[config.mk]
export PLATFORM = sky130hd
export DESIGN_NAME = row_clear
export DESIGN_NICKNAME = d
export VERILOG_FILES = /design/src/rtl/row_clear.sv
export SDC_FILE = /design/constraint.sdc
export NUM_CORES = 1
export LEC_CHECK = 0
export ABC_AREA = 1
export CELL_PAD_IN_SITES_DETAIL_PLACEMENT = 0
export CELL_PAD_IN_SITES_GLOBAL_PLACEMENT = 1
export CORE_UTILIZATION = 36
export CTS_CLUSTER_DIAMETER = 80
export DETAILED_ROUTE_END_ITERATION = 8
export GPL_TIMING_DRIVEN = 0
export PLACE_DENSITY = 0.9
export SETUP_SLACK_MARGIN = 0.3
export SKIP_CTS_REPAIR_TIMING = 1
export SYNTH_ARGS = -nofsm -noshare
export SYNTH_HDL_FRONTEND = slang
export SYNTH_SLANG_ARGS = --single-unit
[constraint.sdc]
create_clock -name clk -period 3.95 [get_ports clk]
set_clock_uncertainty 0.15 [all_clocks]
set_input_delay 0.79 -clock clk [delete_from_list [all_inputs] [get_ports clk]]
set_output_delay 0.79 -clock clk [all_outputs]
set_load 0.02 [all_outputs]
[src/rtl/row_clear.sv]
// ---------------------------------------------------------------------------
// row_clear -- line-clear engine for the playfield grid.
//
// Takes the grid captured on an accepted start, removes every full row by
// collapsing the rows above it downwards, and reports the compacted grid
// together with the number of rows removed. Exactly one row is examined per
// clock so the next-grid logic stays short.
//
// Optional feature macro: ROW_CLEAR_SCORE_EN
//   defined   -> score accumulates a weighted count of cleared rows
//                (saturating, cleared only by clr)
//   undefined -> score is tied to zero and no accumulator exists
//
// Ports:
//   clk       system clock
//   clr       synchronous active-low reset
//   start     single-cycle request to process grid_in (only while idle)
//   grid_in   grid to process, bit = row*COLS+col, row 0 top, col 0 left
//   busy      high from the cycle after an accepted start until done
//   done      one-cycle pulse, grid_out/lines valid in that cycle
//   grid_out  compacted grid, held until the next done
//   lines     rows removed in the last pass, held until the next done
//   score     running weighted total of cleared rows (optional feature)
// ---------------------------------------------------------------------------
module row_clear #(
   parameter int ROWS    = 20,
   parameter int COLS    = 10,
   parameter int CNT_W   = 5,
   parameter int SCORE_W = 16
) (
   input  logic                 clk,
   input  logic                 clr,
   input  logic                 start,
   input  logic [ROWS*COLS-1:0] grid_in,
   output logic                 busy,
   output logic                 done,
   output logic [ROWS*COLS-1:0] grid_out,
   output logic [CNT_W-1:0]     lines,
   output logic [SCORE_W-1:0]   score
);

   localparam int PTR_W = (ROWS > 1) ? $clog2(ROWS) : 1;
   localparam logic [PTR_W-1:0] LAST_ROW = PTR_W'(ROWS - 1);

   typedef enum logic [1:0] {IDLE, SCAN, DONE} state_t;

   state_t                 state;
   logic [ROWS*COLS-1:0]   work;
   logic [PTR_W-1:0]       row_ptr;
   logic [CNT_W-1:0]       count;

   logic [COLS-1:0]        cur_row;
   logic                   row_full;
   logic                   scan_end;
   logic [ROWS*COLS-1:0]   shifted;

   // Select the row under the pointer and decide whether it is full. When
   // it is, build the collapsed grid: every row at or above the pointer
   // takes the row above it and the top row is refilled with zeros. Rows
   // below the pointer are already final and stay untouched.
   always_comb begin
      cur_row = '0;
      shifted = work;
      for (int i = 0; i < ROWS; i++) begin
         if (PTR_W'(i) == row_ptr) begin
            cur_row = work[i*COLS +: COLS];
         end
         if (i == 0) begin
            shifted[0 +: COLS] = '0;
         end else if (PTR_W'(i) <= row_ptr) begin
            shifted[i*COLS +: COLS] = work[(i-1)*COLS +: COLS];
         end
      end
      row_full = &cur_row;
      scan_end = (state == SCAN) && !row_full && (row_ptr == '0);
   end

   // Main controller. The pointer stays put after a clear so the row that
   // just dropped into place is examined on the next cycle. Results and
   // done are loaded on the edge that enters DONE, so they are visible in
   // the same cycle the FSM sits in DONE; start is not looked at there.
   always_ff @(posedge clk) begin
      if (!clr) begin
         state    <= IDLE;
         work     <= '0;
         row_ptr  <= LAST_ROW;
         count    <= '0;
         busy     <= 1'b0;
         done     <= 1'b0;
         grid_out <= '0;
         lines    <= '0;
      end else begin
         done <= 1'b0;
         case (state)
            IDLE: begin
               if (start) begin
                  work    <= grid_in;
                  row_ptr <= LAST_ROW;
                  count   <= '0;
                  busy    <= 1'b1;
                  state   <= SCAN;
               end
            end
            SCAN: begin
               if (row_full) begin
                  work  <= shifted;
                  count <= count + CNT_W'(1);
               end else if (row_ptr != '0) begin
                  row_ptr <= row_ptr - PTR_W'(1);
               end else begin
                  grid_out <= work;
                  lines    <= count;
                  done     <= 1'b1;
                  busy     <= 1'b0;
                  state    <= DONE;
               end
            end
            DONE: begin
               state <= IDLE;
            end
            default: begin
               state <= IDLE;
            end
         endcase
      end
   end

`ifdef ROW_CLEAR_SCORE_EN
   logic [CNT_W:0]   weight;
   logic [SCORE_W:0] score_sum;
   logic [SCORE_W-1:0] score_q;

   // Multi-row clears are rewarded more than the same rows cleared one at
   // a time; beyond four rows each extra row is worth one more point.
   always_comb begin
      case (count)
         CNT_W'(0): weight = (CNT_W+1)'(0);
         CNT_W'(1): weight = (CNT_W+1)'(1);
         CNT_W'(2): weight = (CNT_W+1)'(3);
         CNT_W'(3): weight = (CNT_W+1)'(5);
         CNT_W'(4): weight = (CNT_W+1)'(8);
         default:   weight = {1'b0, count} + (CNT_W+1)'(4);
      endcase
      score_sum = {1'b0, score_q} + (SCORE_W+1)'(weight);
   end

   // Accumulate on the same edge that publishes lines, saturating rather
   // than wrapping; only clr brings the total back to zero.
   always_ff @(posedge clk) begin
      if (!clr) begin
         score_q <= '0;
      end else if (scan_end) begin
         if (score_sum[SCORE_W]) begin
            score_q <= '1;
         end else begin
            score_q <= score_sum[SCORE_W-1:0];
         end
      end
   end

   assign score = score_q;
`else
   assign score = '0;
`endif

endmodule

# Word-level counts from Yosys, hierarchy flattened
# Cells that the tools add are included.
[classes]
addsub = 2
mul = 0
div = 0
shift = 0
n_reduce_logical = 30
bitwise_logic = 4
muxes = 58
n_lt_le_gt_ge = 19
eq_ne = 44
[op_table]
columns = ["operator", "count"]
rows = [
  ["200-bit two-way mux", 2],
  ["200-bit case mux with 2 select lines", 1],
  ["10-bit two-way mux", 39],
  ["4-bit AND reduction", 21],
  ["2-bit inequality test, second input constant", 23],
  ["4-bit by 5-bit equality test with 1-bit output, first input constant", 8],
  ["4-bit by 5-bit less-or-equal comparator with 1-bit output, first input constant", 8],
  ["5-bit two-way mux", 5],
  ["3-bit by 5-bit equality test with 1-bit output, first input constant", 4],
  ["5-bit equality test, first input constant", 4],
  ["3-bit by 5-bit less-or-equal comparator with 1-bit output, first input constant", 4],
  ["5-bit less-or-equal comparator, first input constant", 4],
  ["5-bit case mux with 2 select lines", 2],
  ["2-bit by 5-bit equality test with 1-bit output, first input constant", 2],
  ["2-bit by 5-bit less-or-equal comparator with 1-bit output, first input constant", 2],
  ["10-bit AND reduction", 1],
  ["3-bit AND reduction", 3],
  ["2-bit two-way mux", 3],
  ["5-bit by 1-bit adder with 5-bit output, second input constant", 1],
  ["1-bit by 5-bit equality test with 1-bit output, first input constant", 1],
  ["1-bit by 5-bit less-or-equal comparator with 1-bit output, first input constant", 1],
  ["5-bit logical NOT", 1],
  ["5-bit nonzero test", 1],
  ["5-bit by 1-bit subtractor with 5-bit output, second input constant", 1],
  ["other kinds (9)", 15],
]
[totals]
memories = 0
input_bits = 203
mem_bits_ro = 0
word_cells = 184
mem_bits_rw = 0
output_inout_bits = 223
latchBits = 0
ff_bits = 419

# Logic depth before layout (Yosys ltp)
# Gate-level depths: netlist of the first run.
[depth]
depth_word = 24
ltp_mapped = 37
ltp_nobuf = 34

# Worst setup path after synthesis of the first run
# Ideal clock, no wire load.
[synth_timing]
path_kind = "register to register"
startpoint = "reg row_ptr[0]"
endpoint = "reg work[149]"
t_required_ns = 3.685
path_slack_ns = 0.429
setup_ns = 0.115
t_arrival_ns = 3.256
synth_period_minus_slack_ns = 3.521
stages_incl_launch_ff = 37
path_buffers = 3
cell_sequence = "dfxtp_1 -> buf_2 -> inv_1 -> ha_1 -> inv_1 -> nor2_1 -> nand2_1 -> o21ai_1 -> nand3_1 -> nand2_1 -> nand2_1 -> nand2_1 -> nand2_1 -> nand2_1 -> nand2_1 -> nand2_1 -> nand2_1 -> nand3_1 -> nand3_1 -> nand2_1 -> nand2_1 -> nand2_1 -> nand2_1 -> nand2_1 -> nand3_1 -> nand2_1 -> nand2_1 -> nor2_1 -> nand3_1 -> nand2_2 -> nand3_4 -> nand2_4 -> buf_6 -> buf_2 -> nand3_1 -> nand2_1 -> nor2_1"
[synth_between]
elab_chain_len = 24
elab_cells_between_ends = 45
cone_classes = "order compare: 1; eq/ne: 21; mux: 20; reduce/logical: 3"
[synth_lines]
columns = ["element", "line", "text"]
rows = [
  ["start: declaration", "49", "logic [PTR_W-1:0] row_ptr;"],
  ["start signal: assignment", "109", "row_ptr <= row_ptr - PTR_W'(1);"],
  ["5-bit logical NOT", "-", ""],
  ["10-bit two-way mux (20 in a row)", "65", "if (PTR_W'(i) == row_ptr) begin"],
  ["10-bit AND reduction", "74", "row_full = &cur_row;"],
  ["2-bit inequality test (no line)", "-", ""],
  ["4-bit AND reduction (no line) (*)", "-", ""],
  ["end signal: assignment", "97", "work <= grid_in;"],
  ["end signal: assignment", "106", "work <= shifted;"],
  ["end: declaration", "48", "logic [ROWS*COLS-1:0] work;"],
]
# Mark *: on every way between the ends. The rest lies on a longest branch, timed or not.
# A chain may end at the register's enable or synchronous reset.

# Worst setup path after layout of the first run
[layout_timing]
startpoint = "reg row_ptr[0]"
endpoint = "reg work[91]"
# Same word-level chain as after synthesis.

==> flow_summary.toml, run 1 <==
[placed_design]
io_buffer_count = 408
place.gp.congestion = 0.946
post-place-ws_ps = -1450
dp_hpwl_microns = 62100
place_inst = 4441

[timing]
drv_slew = 0
fin_ws_ps = -313
whs_ps = 306
fmax_mhz = 235
setup-violations-final = 418
hold_viol_final = 0
slew_headroom_pct = 15.1
period_minus_slack_ps = 4260
fin_crit_sh_pct = 108
rsz0062_at_grt = "yes"
tightest_slew_ps = 1270

[pwr]
swShare_pct = 32.3
p_per_area_nw_per_um2 = 397
pwr-share-comb_pct = 22.9
p_sw_mw = 3.99
power_leakage_nw = 12.6
sequentialPowerShare_pct = 39.1
irDropWorstVdd_uv = 302
internal-power_mw = 8.37
clock_power_share_pct = 38.0

[clocking]
clk_pin_slew_ps = 60
clock_sinks = 419
htreeDepth = 2
clockBufferDepth = 3
cts_made_buffers = 48
cts_tree = "built"
clk_latency_ps = 610
cts_root_buf = "clkbuf_16"

[worst_setup_path]
worstPathRequired_ps = 4280
crit_buf_inv = 6
cp-start-kind = "flop"
regToRegSetupSlack_ps = -310
r2r-start = "row_ptr[0]"
path_depth = 37
arrival_ps = 4600
critPathTopFamily = "simple AND/OR/NAND/NOR gates"
rr_endpoint = "work[91]"
crit_path_max_fanout = 6
crit_start = "row_ptr[0]"
cp-endpoint = "work[91]"
reg2reg_depth = 37
end_kind = "flop"
critPathMaxStageDelay_ps = 350
path_class = "reg -> reg"
slowest_stage = "dfxtp_4"

[final_layout]
fin_nets = 4016
area_growth_syn_to_layout_pct = 51.7
utilization_pct = 55.2
instances_no_fill = 4606
drive_above_1_share_pct = 19.0

[global_route]
grt_start_max_net_pins = 14
grt_first_pass_wirelength_microns = 122000
antenna_found_initial = 5
grt_usage_pct = 27.4
grt_pass1_vias = 21100
grt-ovfl-total = 0

[die]
ios = 426
start_util_pct = 36.4
die_x_microns = 241
die_h_microns = 241
rows = 87
die_area_sq_um = 57900
design.core.area_sq_um = 56300

[route]
drc = 0
routedWlPerCell_microns = 18.8
drt-vias-per-instance = 5.03
wl_microns = 86500
antenna_left = 0
num_vias = 23200
drt-pass1-iter-count = 6
drt-initial-drc-count = 1808

[synth]
dominantRegCellSynth = "dfxtp_1"
synth_top_area_cell = "dfxtp_1"
ys_seq_area_share_pct = 40.9
syn-cell-area_sq_um = 20500
synth_top_area_share_pct = 40.9
synth.avg_cell_area_sq_um = 6.28
synth_area_leaders = "dfxtp_1, nand2_1, nor2_1"
postSynthCellCount = 3262
synth_edf_count = 0
synth-seq-cells = 419
synthArstFlopShare_pct = 0
synth-warning-count = 0
synth_cell_types = 36

[status]
outcome = "complete, but fails checks"
violations = "negative setup slack"

[min_path]
hp-class = "reg -> reg"

[run]
cap_viol_max_count = 0
cell type report:
type / count / area (sq um)
antenna: 3 / 7.51
buffer: 234 / 1710
clock buffer: 64 / 1360
clock inverter: 26 / 282
fill: 5479 / 25200
inverter: 297 / 1130
multi-input combinational: 2326 / 12000
sequential: 419 / 8400
tap: 756 / 946
timing repair buffer: 481 / 5260
cell usage in the layout, fill, tap and decap left out, types with 3 or more instances in the layout:
cell type,count
nand2_1,873
nor2_1,358
clkinv_2,14
inv_6,3
nand2_4,87
nand4_1,9
clkbuf_8,8
nand2_2,89
buf_2,14
nand3_1,244
nor3_1,7
nand3_4,7
ha_1,3
buf_8,22
clkbuf_1,122
buf_6,50
dfxtp_1,415
inv_2,14
nor2_2,43
nand3_2,49
o21ai_0,238
conb_1,16
xor2_1,5
inv_1,278
buf_4,47
bufinv_16,5
o21ai_1,11
a21oi_1,109
ha_4,3
clkbuf_2,4
buf_1,6
nand2_8,7
buf_12,17
a21oi_2,140
nor2_4,13
o211ai_1,3
diode_2,3
clkbuf_16,77
clkdlybuf4s50_1,408
metal layers:
layer  wire length, microns  GRT usage [%]
met1                  37900           37.2
met2                  40900           45.1
met3                   5080           3.00
met4                   2630           9.19
met5                     15              0
worst reg2reg max path, delay by kind of cell (launching register included):
kind / cells / cell delay, ps
AND/OR/NAND/NOR: 30 / 2780
flip-flops: 1 / 350
buffers and inverters: 6 / 730
adder cells (fa/ha/maj): 1 / 150
how the worst min path moves through the flow:
| stage | start | to | slack, ps | cells past startpoint |
|---|---|---|---|---|
| 2_1_floorplan | work[116] | grid_out[116] | 310 | 2 |
| 3_3_place_gp | busy | busy | 290 | 2 |
| 3_5_place_dp | grid_out[21] | grid_out[21] | 300 | 2 |
| 4_1_cts | grid_out[21] | grid_out[21] | 310 | 2 |
| 5_1_grt | grid_out[186] | grid_out[186] | 330 | 2 |
| 6_report | grid_out[157] | grid_out[157] | 310 | 2 |
Yosys cell counts (2+ instances only):
master,number
nand3_2,2
buf_6,3
nor2_1,410
buf_4,31
dfxtp_1,419
inv_2,14
nor2_4,3
o211ai_1,3
ha_1,6
nand4_1,9
o21ai_1,9
nor4_1,2
a21oi_1,249
clkbuf_1,144
buf_1,10
nand2_1,1050
buf_2,47
o21ai_0,242
clkinv_1,2
inv_1,281
xor2_1,5
nand3_1,297
nand2_2,5
nor3_1,7
through the flow:
stage / TNS (ps) / instance area [sq um] / total power, mW
6_report: -89160 / 31100 / 12.4
5_1_grt: -157160 / 31100 / 12.9
4_1_cts: -483200 / 27200 / 11.8
3_5_place_dp: -463980 / 25600 / 7.12
3_3_place_gp: -460570 / 25600 / 7.11
2_1_floorplan: 0 / 20600 / 6.20
power groups by stage:
stage / combinational [mW] / sequential [mW] / clock (mW)
floorplan: 1.43 / 4.77 / 0
global placement: 2.21 / 4.90 / 0
detailed placement: 2.22 / 4.90 / 0
CTS: 2.24 / 4.81 / 4.73
global route: 3.11 / 4.85 / 4.91
finish: 2.83 / 4.84 / 4.69
registers in the layout, summed over array words and instances, names as in the netlist:
| name | cells |
|---|---|
| lines | 5 |
| count | 5 |
| state | 2 |
| row_ptr | 5 |
| busy | 1 |
| done | 1 |
| grid_out | 200 |
| work | 200 |
cell families after synthesis:
logic type               Yosys count  synth area share, %
adder cells (fa/ha/maj)            6                0.366
AND/OR/NAND/NOR                 1791                 35.3
XOR/XNOR                           5                0.214
other                              1               0.0183
buffers and inverters            532                 10.7
AO/OA/AOI/OAI                    508                 12.5
flip-flops                       419                 40.9
No activity file was read; power rests on OpenSTA's default activity.
==> run 2, diff against run 1 <==
- CTS_CLUSTER_SIZE: unset -> 40
==> run 2 against run 1 <==
  * The run still ends with negative setup slack left
  * Sequential share of layout area grew 1.3 points
  * Critical path depth shrank 3
  * Sequential cell count is the same
  * Largest cell class unchanged
  * Final cell count shrank 1.0%
  * Register-to-register slack gained 30 ps
  * Critical path type unchanged
  * Non-clock buffer count shrank 14
  * Sequential power is essentially flat
  * Critical endpoint is now work[82]
  * Setup slack gained 33 ps
  * First-iteration DRC count grew 1.2%
  * Fmax grew 0.77%
==> flow_summary.toml, run 2 (synthesis results as in run 1) <==
[status]
outcome = "complete, but fails checks"
violations = "negative setup slack"

[worst_setup_path]
arrival_ps = 4600
cp-start-kind = "flop"
cp_common_cell = "nand2_1"
critPathMaxStageDelay_ps = 360
slowest_stage = "dfxtp_4"
reg2reg_depth = 34
path_class = "reg -> reg"
crit_path_max_fanout = 10
worstPathRequired_ps = 4320
end_kind = "flop"

[final_layout]
seqCellArea_sq_um = 8400
fin_nets = 3984
utilization_pct = 52.7
instances_no_fill = 4560
top_regs = "grid_out: 200 flops, work: 200 flops"
area_growth_syn_to_layout_pct = 44.8
mostFrequentLayoutCells = "nand2_1, dfxtp_1, clkdlybuf4s50_1"
final_cell_area_sq_um = 29700
drive_above_1_share_pct = 15.0
fill_cells = 5701
final_common_cell = "nand2_1"
multiInputGateArea_sq_um = 11400

[min_path]
hold_depth = 2
hp-class = "reg -> reg"

[route]
dr.max_layer_used = "met5"
wl_microns = 83900
num_vias = 22700
met1_length_microns = 36900
drc = 0
antenna_left = 0
routedWlPerCell_microns = 18.4
drt-vias-per-instance = 4.99
drt-pass1-iter-count = 5
dr_wl_met2_microns = 39500
drt-initial-drc-count = 1830
route.met3.wl_microns = 4860

[clocking]
cts_root_buf = "clkbuf_16"
cts_made_buffers = 30
clockBufferDepth = 3
htreeDepth = 1
cts_tree = "built"
clk_latency_ps = 640
clock_sinks = 419
clk_pin_slew_ps = 100

[pwr]
p_total_mw = 11.1
irDropWorstVdd_uv = 341
power_leakage_nw = 12.1
p_per_area_nw_per_um2 = 375

[timing]
slew_headroom_pct = 10.1
fin_ws_ps = -281
whs_ps = 314
setup_tns_ps = -63770
drv_slew = 0
rsz0062_at_grt = "yes"
hold_viol_final = 0
fmax_mhz = 236
tightest_slew_ps = 1350
fin_crit_sh_pct = 107
setup-violations-final = 395
period_minus_slack_ps = 4230

[die]
die_area_sq_um = 57900
ios = 426
rows = 87
die_x_microns = 241
design.core.area_sq_um = 56300
start_util_pct = 36.4
die_h_microns = 241

[global_route]
antenna_found_initial = 9
grt_pass1_vias = 20900
grt-ovfl-total = 0
grt_usage_pct = 27.0
grt_first_pass_wirelength_microns = 120000
grt_start_max_net_pins = 31

[placed_design]
dp_hpwl_microns = 62100
place_area_sq_um = 25600
io_buffer_count = 408
post-place-ws_ps = -1450
place_inst = 4441
place.gp.congestion = 0.946

[run]
cap_viol_max_count = 0
## run 2: changes by cell type in the layout (fill, tap and decap cells not counted), moves of 15 or more
cell and change:
a21oi_1 +36, buf_6 -23, nand2_4 -23, nand3_1 +16, nand2_2 -30, nand3_2 -15, nand2_1 +57, clkbuf_16 -25
a21oi_2 -36
## run 2: final timing paths
| kind | startpoint | endpoint | slack [ps] |
|---|---|---|---|
| min | grid_out[157] | grid_out[157] | 310 |
| min reg2reg | grid_out[157] | grid_out[157] | 310 |
| max | row_ptr[0] | work[82] | -280 |
| max reg2reg | row_ptr[0] | work[82] | -280 |
## run 2: final cells by class
cell class / count / area share, %
inverters: 297 / 3.80
flip-flops and latches: 419 / 28.3
clock inverters: 24 / 1.34
repair buffers: 466 / 16.9
clock buffers: 32 / 2.63
diodes: 5 / 0.0422
plain buffers: 235 / 5.45
well taps: 756 / 3.19
multi-input cells: 2326 / 38.4
## run 2: critical path, delay by kind of cell, from the launching register on
family          cells  cell delay [ps]
simple gates       26             2620
fa+ha+maj           1              150
compound gates      2              260
buf+inv             5              580
flops               1              360
## run 2: per-layer routing
layer	track usage, %	vias to the layer above
met4	9.55	6
met3	2.46	135
met1	37.0	10600
li1	-	11300
met5	0	-
met2	44.4	777
## run 2: report_power, final
part | switching (mW) | internal [mW]
sequential | 0.294 | 4.53
combinational | 1.68 | 1.00
clock | 2.00 | 1.63
